`config.mk`:
```
export PLATFORM = sky130hd
export DESIGN_NAME = jk_cmd_conditioner
export DESIGN_NICKNAME = d
export VERILOG_FILES = /design/src/rtl/jk_cmd_conditioner.sv
export SDC_FILE = /design/constraint.sdc
export NUM_CORES = 1
export LEC_CHECK = 0
export CAP_MARGIN = 20
export CORE_MARGIN = 8
export CORE_UTILIZATION = 60
export DETAILED_ROUTE_END_ITERATION = 7
export GPL_ROUTABILITY_DRIVEN = 0
export GPL_TIMING_DRIVEN = 1
export PLACE_DENSITY = 0.78
export SETUP_SLACK_MARGIN = 0.4
export SLEW_MARGIN = 20
export SYNTH_ARGS = -nofsm -noshare
export SYNTH_HDL_FRONTEND = slang
export SYNTH_SLANG_ARGS = --single-unit
```
`constraint.sdc`:
```
create_clock -name clock -period 2.1 [get_ports clock]
set_clock_uncertainty 0.15 [all_clocks]
set_input_delay 0.315 -clock clock [delete_from_list [all_inputs] [get_ports clock]]
set_output_delay 0.315 -clock clock [all_outputs]
set_load 0.05 [all_outputs]
```
`src/rtl/jk_cmd_conditioner.sv`:
```
// rtl/jk_cmd_conditioner.sv - push-button to J/K command pulse conditioner
//
// Purpose: turns three raw, bouncing, asynchronous buttons (set, clear, toggle)
// into clean single-cycle J/K commands for the downstream JK flip-flop.
// Each channel: two-flop synchronizer -> debounce counter -> rising-edge
// detector. A shared priority encoder (clr > set > tgl) drives registered j/k.
//
// Optional feature macro: JK_REPEAT_EN (auto-repeat of toggle while held).
//
// Ports:
//   clock   in   single clock, rising edge
//   reset   in   synchronous, active-high
//   btn_set in   raw set button (async, active-high)
//   btn_clr in   raw clear button (async, active-high)
//   btn_tgl in   raw toggle button (async, active-high)
//   j       out  registered J command, one-cycle pulses
//   k       out  registered K command, one-cycle pulses

module jk_cmd_conditioner #(
  parameter int DEBOUNCE_CYCLES = 4,
  parameter int CNT_W           = 16,
  parameter int REPEAT_CYCLES   = 8
) (
  input  logic clock,
  input  logic reset,
  input  logic btn_set,
  input  logic btn_clr,
  input  logic btn_tgl,
  output logic j,
  output logic k
);

  // Channel indices within the per-channel vectors.
  localparam int CH_SET = 0;
  localparam int CH_CLR = 1;
  localparam int CH_TGL = 2;

  localparam logic [CNT_W-1:0] DB_LAST = CNT_W'(DEBOUNCE_CYCLES - 1);

  // Both counters only ever reach (cycles - 1); refuse a width that cannot hold it.
  localparam int MAX_CYC = (DEBOUNCE_CYCLES > REPEAT_CYCLES) ? DEBOUNCE_CYCLES : REPEAT_CYCLES;
  generate
    if (((MAX_CYC - 1) >> CNT_W) != 0) begin : g_cnt_w_too_small
      $error("CNT_W too narrow for DEBOUNCE_CYCLES/REPEAT_CYCLES");
    end
  endgenerate

  logic [2:0]            raw;
  logic [2:0]            sync1_q, sync1_d;
  logic [2:0]            sync2_q, sync2_d;
  logic [2:0]            stable_q, stable_d;
  logic [2:0]            stable_dly_q, stable_dly_d;
  logic [2:0][CNT_W-1:0] cnt_q, cnt_d;
  logic                  j_q, j_d;
  logic                  k_q, k_d;
  logic [2:0]            req;
  logic                  tgl_req;
  logic                  rpt_hit;

  assign raw = {btn_tgl, btn_clr, btn_set};

  always_comb begin
    sync1_d      = raw;
    sync2_d      = sync1_q;
    stable_d     = stable_q;
    stable_dly_d = stable_q;
    cnt_d        = '0;

    for (int i = 0; i < 3; i++) begin
      // Counter only runs while the synchronized level disagrees with the
      // debounced state; any agreement (glitch ending) restarts it from zero.
      if (sync2_q[i] != stable_q[i]) begin
        if (cnt_q[i] == DB_LAST) begin
          stable_d[i] = sync2_q[i];
        end else begin
          cnt_d[i] = cnt_q[i] + CNT_W'(1);
        end
      end
    end

    // Press (rising edge of debounced level) only; release emits nothing.
    req     = stable_q & ~stable_dly_q;
    tgl_req = req[CH_TGL] | rpt_hit;

    j_d = 1'b0;
    k_d = 1'b0;
    if (req[CH_CLR]) begin
      k_d = 1'b1;
    end else if (req[CH_SET]) begin
      j_d = 1'b1;
    end else if (tgl_req) begin
      j_d = 1'b1;
      k_d = 1'b1;
    end
  end

  always_ff @(posedge clock) begin
    if (reset) begin
      sync1_q      <= '0;
      sync2_q      <= '0;
      stable_q     <= '0;
      stable_dly_q <= '0;
      cnt_q        <= '0;
      j_q          <= 1'b0;
      k_q          <= 1'b0;
    end else begin
      sync1_q      <= sync1_d;
      sync2_q      <= sync2_d;
      stable_q     <= stable_d;
      stable_dly_q <= stable_dly_d;
      cnt_q        <= cnt_d;
      j_q          <= j_d;
      k_q          <= k_d;
    end
  end

`ifdef JK_REPEAT_EN
  localparam logic [CNT_W-1:0] RPT_LAST = CNT_W'(REPEAT_CYCLES - 1);

  logic [CNT_W-1:0] rpt_q, rpt_d;

  // Restarts on every toggle request (edge or repeat), even when that request
  // loses to clr/set, so a suppressed repeat is simply dropped.
  always_comb begin
    rpt_hit = stable_q[CH_TGL] && (rpt_q == RPT_LAST);
    rpt_d   = '0;
    if (stable_q[CH_TGL] && !tgl_req) begin
      rpt_d = rpt_q + CNT_W'(1);
    end
  end

  always_ff @(posedge clock) begin
    if (reset) begin
      rpt_q <= '0;
    end else begin
      rpt_q <= rpt_d;
    end
  end
`else
  assign rpt_hit = 1'b0;
`endif

  assign j = j_q;
  assign k = k_q;

endmodule

```
==> results of run 1 <==
[synth_stat cells, types with 6 or more instances]
cell,count
clkbuf_1,6
dfxtp_1,62
inv_1,8
nand2_1,13
nand3_1,14
nand4_1,14
nor2_1,55
nor2b_1,10
nor3_1,11
nor4_1,18
xnor2_1,33
xor2_1,9
[kinds of logic (layout without fill, tap and decap cells)]
logic type | after synthesis | count (layout)
AND/OR/NAND/NOR | 151 | 151
AO/OA/AOI/OAI | 8 | 8
multiplexers | 3 | 3
buffers and inverters | 14 | 42
XOR/XNOR | 42 | 42
adder cells (fa/ha/maj) | 3 | 3
flip-flops | 62 | 62
[repair_timing]
item | CTS | global route
hold buffers | 0 | 0
pin swaps | 5 | 14
buffers inserted | 2 | 9
endpoints found under the setup margin | 47 | 49
gates resized for setup | 11 | 20
[final cells by class]
class	count	area [um^2]	share of cell area (%)
multi-input cells	207	1364	44.89
flip-flops and latches	62	1261	41.52
repair buffers	21	177.7	5.848
clock buffers	10	127.6	4.201
well taps	50	62.56	2.059
inverters	8	30.03	0.9885
clock inverters	3	15.01	0.4942
[through the flow]
| stage | worst slack, ns | hold slack [ns] |
|---|---|---|
| floorplan | 0.4013 | 0.2366 |
| global placement | 0.3513 | 0.2697 |
| detailed placement | 0.3319 | 0.2781 |
| CTS | 0.4021 | 0.2917 |
| global route | 0.3881 | 0.3113 |
| finish | 0.4645 | 0.2975 |
[state kept, by name, summed over array words and instances (netlist names)]
signal        flops
sync1_q           3
cnt_q            48
j                 1
sync2_q           3
stable_dly_q      3
stable_dly_d      3
k                 1
[cells in the final DEF, fill, tap and decap left out, types with 2 or more instances in the layout]
cell type	Yosys	layout
a21oi_1	3	3
and3_1	3	3
buf_4	0	13
buf_6	0	2
clkbuf_8	0	9
clkdlybuf4s50_1	0	4
clkinv_2	0	3
dfxtp_1	62	54
dfxtp_2	0	4
dfxtp_4	0	4
dlygate4sd2_1	0	2
ha_4	0	2
inv_1	8	8
mux2i_1	3	3
nand2_1	13	13
nand3_1	14	14
nand4_1	14	14
nor2_1	55	55
nor2b_1	10	10
nor3_1	11	11
nor4_1	18	11
nor4_2	0	7
nor4b_2	0	2
o31ai_1	3	3
or4_1	3	3
xnor2_1	33	33
xor2_1	9	9
[final timing paths]
| path | to | startpoint | slack [ns] | cells past startpoint |
|---|---|---|---|---|
| worst max-delay path | cnt_q[31]$_SDFF_PP0_ | cnt_q[18]$_SDFF_PP0_ | 0.46 | 4 |
| worst min-delay path | sync2_q[2]$_SDFF_PP0_ | sync1_q[2]$_SDFF_PP0_ | 0.30 | 1 |
| worst max register to register | cnt_q[31]$_SDFF_PP0_ | cnt_q[18]$_SDFF_PP0_ | 0.46 | 4 |
| worst min register to register | sync2_q[2]$_SDFF_PP0_ | sync1_q[2]$_SDFF_PP0_ | 0.30 | 1 |
[power by group]
group / internal [mW] / leakage (nW) / switching, mW
Combinational: 0.0163 / 0.361 / 0.0156
Sequential: 1.18 / 0.506 / 0.00441
Clock: 0.402 / 0.0776 / 0.417
[critical path: cells and delay by family (launching register included)]
family	cells	cell delay, ns
AOI/OAI and AO/OA	1	0.16
and+or+nand+nor	3	0.79
DFF	1	0.46
[layer usage]
metal	track usage, %	vias to the layer above	wire length, um
li1	-	1020	-
met1	17.41	937	2270
met2	23.50	35	2233
met3	6.402	10	172
met4	6.607	0	70
met5	0	-	0
==> impl_metrics.toml, run 1 <==
[route]
drt-initial-drc-count = 107
num_vias = 2002
vias_per_cell = 5.546
drc = 0
drtAntennaViolNets = 0
drt-total-wl_um = 4747
first_pass_iters = 4
wl_per_cell_um = 13.15

[setup_path]
slowest_stage = "dfxtp_1"
cp.required_ns = 2.21
path_class = "register to register"
path_cells = "and4_1 -> nand3_1 -> or4_1 -> a21oi_1"
arrival_ns = 1.74
crit_path_start_kind = "register"
critPathCaptureType = "register"
slowest_delay_ns = 0.46
path_max_fanout = 7

[logic_synthesis]
synth.area.top_cells = "dfxtp_1 (49%), xnor2_1 (11%), nor2_1 (8.1%)"
synth_top_family_by_area = "simple AND/OR/NAND/NOR gates"
synthCells = 283
synth-edff-count = 0
synth.avg_cell_area_um2 = 9.015
post_synth_instance_area_um2 = 2551
ys_ff_latch = 62
ys.flop_type = "dfxtp_1"
synth_compound_area_share_pct = 2.011
yosysTopAreaCell = "dfxtp_1"
ys_seq_area_share_pct = 48.65
synth.area.mux_share_pct = 1.177
synth_warnings = 0
async_reset_ff_share_pct = 0
yosysTopAreaCellShare_pct = 48.65
ys_types = 28
synth_xor_area_share_pct = 14.42
synth-adder-area-share_pct = 1.471
synth_simple_gate_area_share_pct = 30.21
syn-num-nets = 291

[finish]
antenna-diode-count = 0
area_growth_pct = 19.08
nNetsFinal = 317
fin_area_um2 = 3038
final_cells = 361
drive_gt1_share_pct = 16.72
final_util_pct = 74.87
fill_cells = 281

[timing]
max_freq_mhz = 611.4
hold_viol = 0
relSlewSlack_pct = 66.87
rsz0062_at_grt = "false"
drv_slew = 0
period_share_pct = 77.88
post-route-min-period_ns = 1.635
setup_viol = 0
setup-tns-final_ns = 0
worstMarginPinSlew_ns = 0.4989

[place]
hpwl_um = 2921
port_buffers = 6
dpl.cell_count = 337
placed_area_um2 = 2684

[floorplan]
die_w_um = 81.21
die_h_um = 81.21
core-area_um2 = 4058
dieArea_um2 = 6594
start_util_pct = 62.87
design.portCount = 7
rows = 23

[pwr]
vdd_drop_max_mv = 0.5832
total_power_mw = 2.033
pwr_density_cell_nw_per_um2 = 669.2
p_leak_nw = 0.9446

[global_route]
grt.total_usage_pct = 14.96
overflow = 0
grt_pass1_vias = 1864
grt_max_degree = 16
grt_pass1_wl_um = 7776
antenna_found_initial = 0

[run_status]
status = "finished clean"

[worst_hold_path]
hp-class = "register to register"

[clock_network]
clk_latency_ns = 0.33
ctsRootBufferMaster = "clkbuf_8"
cts_tree = "built"
numCtsBuffers = 9
clk_pin_slew_ns = 0.06
cts.sinks = 62
htree_levels = 3
cts_max_path_buffers = 2

[flow_run]
drv_cap = 0
(Power assumes the default switching activity.)
==> inputs of run 2 (changes only) <==
Settings changed: CORE_UTILIZATION 60 to 54, PLACE_DENSITY 0.78 to 0.74.
Clock period 2.1 ns to 1.5 ns, I/O delays scaled along.
==> run 2 against run 1 <==
  * The run now ends with setup timing left
  * Critical path depth increased by 2
  * Highest routed layer unchanged
  * Flip-flop and latch count stayed put
  * Clock power up 110%
  * First-iteration DRC count is 140% higher
  * Design area rose by 45%
  * Die area increased by 8.9%
  * Register-to-register slack worse by 0.85 ns
  * Setup slack got worse by 0.85 ns
  * Critical endpoint is now stable_dly_d[0]$_SDFFE_PP0P_
  * Sequential power up 40%
  * Cell count up 22%
==> impl_metrics.toml, run 2 (synthesized netlist as in run 1, its figures left out) <==
[finish]
area_growth_pct = 72.58
drive_gt1_share_pct = 59.07
regArea_um2 = 1305
largest_reg_flops = 48
fill_cells = 106
layout_common_cells = "buf_4 (64), dfxtp_1 (31), xnor2_1 (27)"
top_register = "cnt_q"
nNetsFinal = 389
final_cells = 440
final_common_cell = "buf_4"
multi_input_area_um2 = 1994
antenna-diode-count = 0
final_util_pct = 95.11

[setup_path]
arrival_ns = 1.99
r2r-end = "stable_dly_d[0]$_SDFFE_PP0P_"
crit_path_start_kind = "register"
path_max_fanout = 2
path_cells = "buf_4 -> nor4_1 -> nand4_1 -> buf_4 -> mux2i_2 -> nor2_1"
r2r-start = "cnt_q[6]$_SDFF_PP0_"
crit_family = "simple AND/OR/NAND/NOR gates"
critPathCaptureType = "register"
cp_num_buf_inv = 2
r2r_cells = 6
slowest_stage = "nor4_1"
slowest_delay_ns = 0.43
path_class = "register to register"
r2r_slack_ns = -0.39
path_common_cell = "buf_4"
cp.required_ns = 1.60

[route]
vias_per_cell = 6.477
wl_met1_um = 3890
dr.max_layer_used = "met4"
wl_met2_um = 5364
num_vias = 2850
wl_per_cell_um = 25.15
drt-initial-drc-count = 262
first_pass_iters = 5
wl_met3_um = 965
drtAntennaViolNets = 0
drc = 0
drt-total-wl_um = 11060

[timing]
rsz0062_at_grt = "true"
setup_viol = 50
finalWorstSetupSlack_ns = -0.3873
period_share_pct = 125.8
worstMarginPinSlew_ns = 0.5080
setup-tns-final_ns = -8.403
post-route-min-period_ns = 1.887
drv_slew = 0
max_freq_mhz = 529.9
relSlewSlack_pct = 66.10
hold_viol = 0

[place]
port_buffers = 6
hpwl_um = 3731
dpl.cell_count = 395

[floorplan]
die_h_um = 84.74
design.portCount = 7
rows = 25
start_util_pct = 55.11
dieArea_um2 = 7180
die_w_um = 84.74
core-area_um2 = 4629

[flow_run]
drv_cap = 0

[clock_network]
cts_tree = "built"
clk_pin_slew_ns = 0.08
cts_max_path_buffers = 2
cts.sinks = 62
numCtsBuffers = 9
ctsHoldBuffers = 0
clk_latency_ns = 0.37
ctsRootBufferMaster = "clkbuf_8"
htree_levels = 3

[global_route]
grt_max_degree = 14
antenna_found_initial = 0
grt_pass1_wl_um = 12110
grt.total_usage_pct = 21.52
grt_pass1_vias = 2518
overflow = 0

[worst_hold_path]
hp-class = "primary input to register"
hp-start = "btn_clr"
worstHoldPathCells = 2
worstHoldEndpoint = "sync1_q[1]$_SDFF_PP0_"

[pwr]
p_sw_mw = 0.8531
clockPowerShare_pct = 49.3
pwr_density_cell_nw_per_um2 = 776.1
p_int_mw = 2.564
swShare_pct = 24.97
vdd_drop_max_mv = 0.7945
pwr-share-comb_pct = 2.5
total_power_mw = 3.417
p_leak_nw = 1.607
p_seq_share_pct = 48.2

[run_status]
failed_checks = "setup timing"
status = "finished, violations left"
-- run 2: layer usage --
metal  GRT usage (%)  up-vias
met5               0        -
met1           21.91     1369
met2           39.30      219
li1                -     1173
met4           9.547        0
met3           6.634       89
-- run 2: how the worst max path moves through the flow --
stage	from	endpoint	slack, ns	cells past startpoint
floorplan	cnt_q[35]$_SDFF_PP0_	cnt_q[44]$_SDFF_PP0_	-0.04	5
global placement	reset	cnt_q[31]$_SDFF_PP0_	-0.04	5
detailed placement	cnt_q[24]$_SDFF_PP0_	cnt_q[28]$_SDFF_PP0_	-0.13	5
CTS	cnt_q[0]$_SDFF_PP0_	cnt_q[15]$_SDFF_PP0_	-0.09	4
global route	cnt_q[6]$_SDFF_PP0_	stable_dly_d[0]$_SDFFE_PP0P_	-0.35	6
finish	cnt_q[6]$_SDFF_PP0_	stable_dly_d[0]$_SDFFE_PP0P_	-0.39	6
-- run 2: area by class of cell --
class                   instances  share of cell area (%)
repair buffers                 90                   17.85
inverters                       8                  0.6820
flip-flops and latches         62                   29.64
clock inverters                 6                   1.620
multi-input cells             210                   45.30
clock buffers                  10                   3.382
well taps                      54                   1.535
-- run 2: timing repair --
item,in CTS,in global routing
pin swaps,35,48
endpoints found under the hold margin,0,0
buffers inserted,13,13
cloned,3,0
resized for setup,78,90
setup endpoints to repair,53,53
-- run 2: power groups by stage --
stage / combinational [mW] / sequential (mW) / clock [mW]
finish: 0.0866 / 1.65 / 1.68
detailed placement: 0.0479 / 1.69 / 0
CTS: 0.0660 / 1.65 / 1.63
global placement: 0.0472 / 1.69 / 0
global route: 0.0891 / 1.65 / 1.76
floorplan: 0.0267 / 1.69 / 0
-- run 2: through the flow --
stage	cell area, um^2	hold WS, ns	setup slack [ns]
detailed placement	3236	0.2837	-0.1277
global placement	3236	0.2684	-0.03845
global route	4403	0.2838	-0.3462
CTS	3913	0.2616	-0.09452
floorplan	2708	0.1466	-0.04421
finish	4403	0.2836	-0.3873
==> inputs of run 3 (changes only) <==
Settings changed: RECOVER_POWER set to 25.
==> run 3 against run 2 <==
  * The run still ends with setup timing left
  * Setup slack improved by 0.026 ns
  * Design area about the same
  * Total power about the same
  * Global-route usage unchanged
  * First-iteration DRC count increased by 1.9%
  * Combinational power decreased by 2%
==> impl_metrics.toml, run 3 (synthesized netlist as in run 1, its figures left out) <==
[worst_hold_path]
worstHoldEndpoint = "sync1_q[1]$_SDFF_PP0_"
hp-start = "btn_clr"
worstHoldPathCells = 2
hp-class = "primary input to register"

[global_route]
grt_pass1_vias = 2518
grt.total_usage_pct = 21.52
grt_max_degree = 14
grt_pass1_wl_um = 12110
antenna_found_initial = 0
overflow = 0

[setup_path]
path_max_fanout = 2
path_cells = "buf_4 -> nor4_1 -> nand4_1 -> buf_4 -> mux2i_2 -> nor2_1"
cp_num_buf_inv = 2
slowest_delay_ns = 0.41
critPathCaptureType = "register"
arrival_ns = 1.96
path_class = "register to register"
crit_path_start_kind = "register"
cp.required_ns = 1.60
path_common_cell = "buf_4"
crit_family = "simple AND/OR/NAND/NOR gates"
r2r-start = "cnt_q[6]$_SDFF_PP0_"
r2r_slack_ns = -0.36
slowest_stage = "nor4_1"
r2r-end = "stable_dly_d[0]$_SDFFE_PP0P_"
r2r_cells = 6

[clock_network]
cts_max_path_buffers = 2
numCtsBuffers = 9
cts.sinks = 62
htree_levels = 3
ctsRootBufferMaster = "clkbuf_8"
cts_tree = "built"
clk_pin_slew_ns = 0.08
clk_latency_ns = 0.37

[floorplan]
core-area_um2 = 4629
rows = 25
dieArea_um2 = 7180
start_util_pct = 55.11
die_w_um = 84.74
die_h_um = 84.74
design.portCount = 7

[place]
preCtsSetupSlack_ns = -0.1277
placed_area_um2 = 3236
dpl.cell_count = 395
port_buffers = 6
hpwl_um = 3731

[timing]
period_share_pct = 124.1
finalWorstSetupSlack_ns = -0.3608
hold_viol = 0
drv_slew = 0
setup_viol = 51
setup-tns-final_ns = -8.773
rsz0062_at_grt = "true"
hold_slack_ns = 0.2808
relSlewSlack_pct = 65.90
post-route-min-period_ns = 1.861
worstMarginPinSlew_ns = 0.5110
max_freq_mhz = 537.4

[finish]
final_cells = 440
nNetsFinal = 389
area_growth_pct = 72.44
fin_area_um2 = 4399
drive_gt1_share_pct = 58.81
largest_reg_flops = 48
final_common_cell = "buf_4"
layout_common_cells = "buf_4 (63), dfxtp_1 (31), xnor2_1 (27)"
fill_cells = 108
multi_input_area_um2 = 1994
antenna-diode-count = 0
regArea_um2 = 1305
top_register = "cnt_q"

[flow_run]
drv_cap = 0

[route]
num_vias = 2843
drc = 0
drtAntennaViolNets = 0
drt-initial-drc-count = 267
first_pass_iters = 5
vias_per_cell = 6.461
drt-total-wl_um = 11080
wl_per_cell_um = 25.17

[run_status]
status = "finished, violations left"
failed_checks = "setup timing"

[pwr]
vdd_drop_max_mv = 0.8062
p_leak_nw = 1.604
pwr_density_cell_nw_per_um2 = 776.7
-- run 3: power by group --
part,internal [mW],leakage (nW),switching [mW]
clock network,0.890,0.113,0.796
registers,1.64,0.520,0.00847
logic,0.0354,0.971,0.0495
total,2.56,1.60,0.854
-- run 3: how the worst max path moves through the flow --
stage                              start                           end  slack [ns]  cells past startpoint
floorplan           cnt_q[35]$_SDFF_PP0_          cnt_q[44]$_SDFF_PP0_       -0.04                      5
global placement                   reset          cnt_q[31]$_SDFF_PP0_       -0.04                      5
detailed placement  cnt_q[24]$_SDFF_PP0_          cnt_q[28]$_SDFF_PP0_       -0.13                      5
CTS                  cnt_q[0]$_SDFF_PP0_          cnt_q[15]$_SDFF_PP0_       -0.09                      4
global route         cnt_q[6]$_SDFF_PP0_  stable_dly_d[0]$_SDFFE_PP0P_       -0.35                      6
finish               cnt_q[6]$_SDFF_PP0_  stable_dly_d[0]$_SDFFE_PP0P_       -0.36                      6
-- run 3: cell type report --
class,count,share of cell area (%)
multi-input combinational,210,45.34
sequential,62,29.66
timing repair buffer,90,17.78
clock buffer,10,3.385
clock inverter,6,1.621
tap,54,1.536
inverter,8,0.6826
-- run 3: repair_timing --
item,in CTS,in global routing
pin swaps,35,48
gates resized for setup,78,90
setup endpoints to repair,53,53
hold buffers,0,0
buffers inserted,13,13
gates cloned,3,0
-- run 3: metal layers --
layer	part of all wire, %	vias to the layer above	GRT usage, %
li1	-	1172	-
met4	6.6	0	9.547
met2	49	213	39.30
met5	0	-	0
met1	36	1376	21.91
met3	8.8	82	6.634
-- run 3: metrics by stage --
| step | util [%] | total power, mW |
|---|---|---|
| after CTS | 84.51 | 3.348 |
| after global placement | 69.89 | 1.741 |
| after detailed placement | 69.89 | 1.742 |
| final | 95.03 | 3.417 |
| after global routing | 95.03 | 3.496 |
| after floorplan | - | 1.720 |
-- run 3: worst reg2reg max path, stage by stage, from the launching register on --
cell,delay [ns]
dfxtp_2,0.35
buf_4,0.14
nor4_1,0.41
nand4_1,0.25
buf_4,0.21
mux2i_2,0.17
nor2_1,0.08
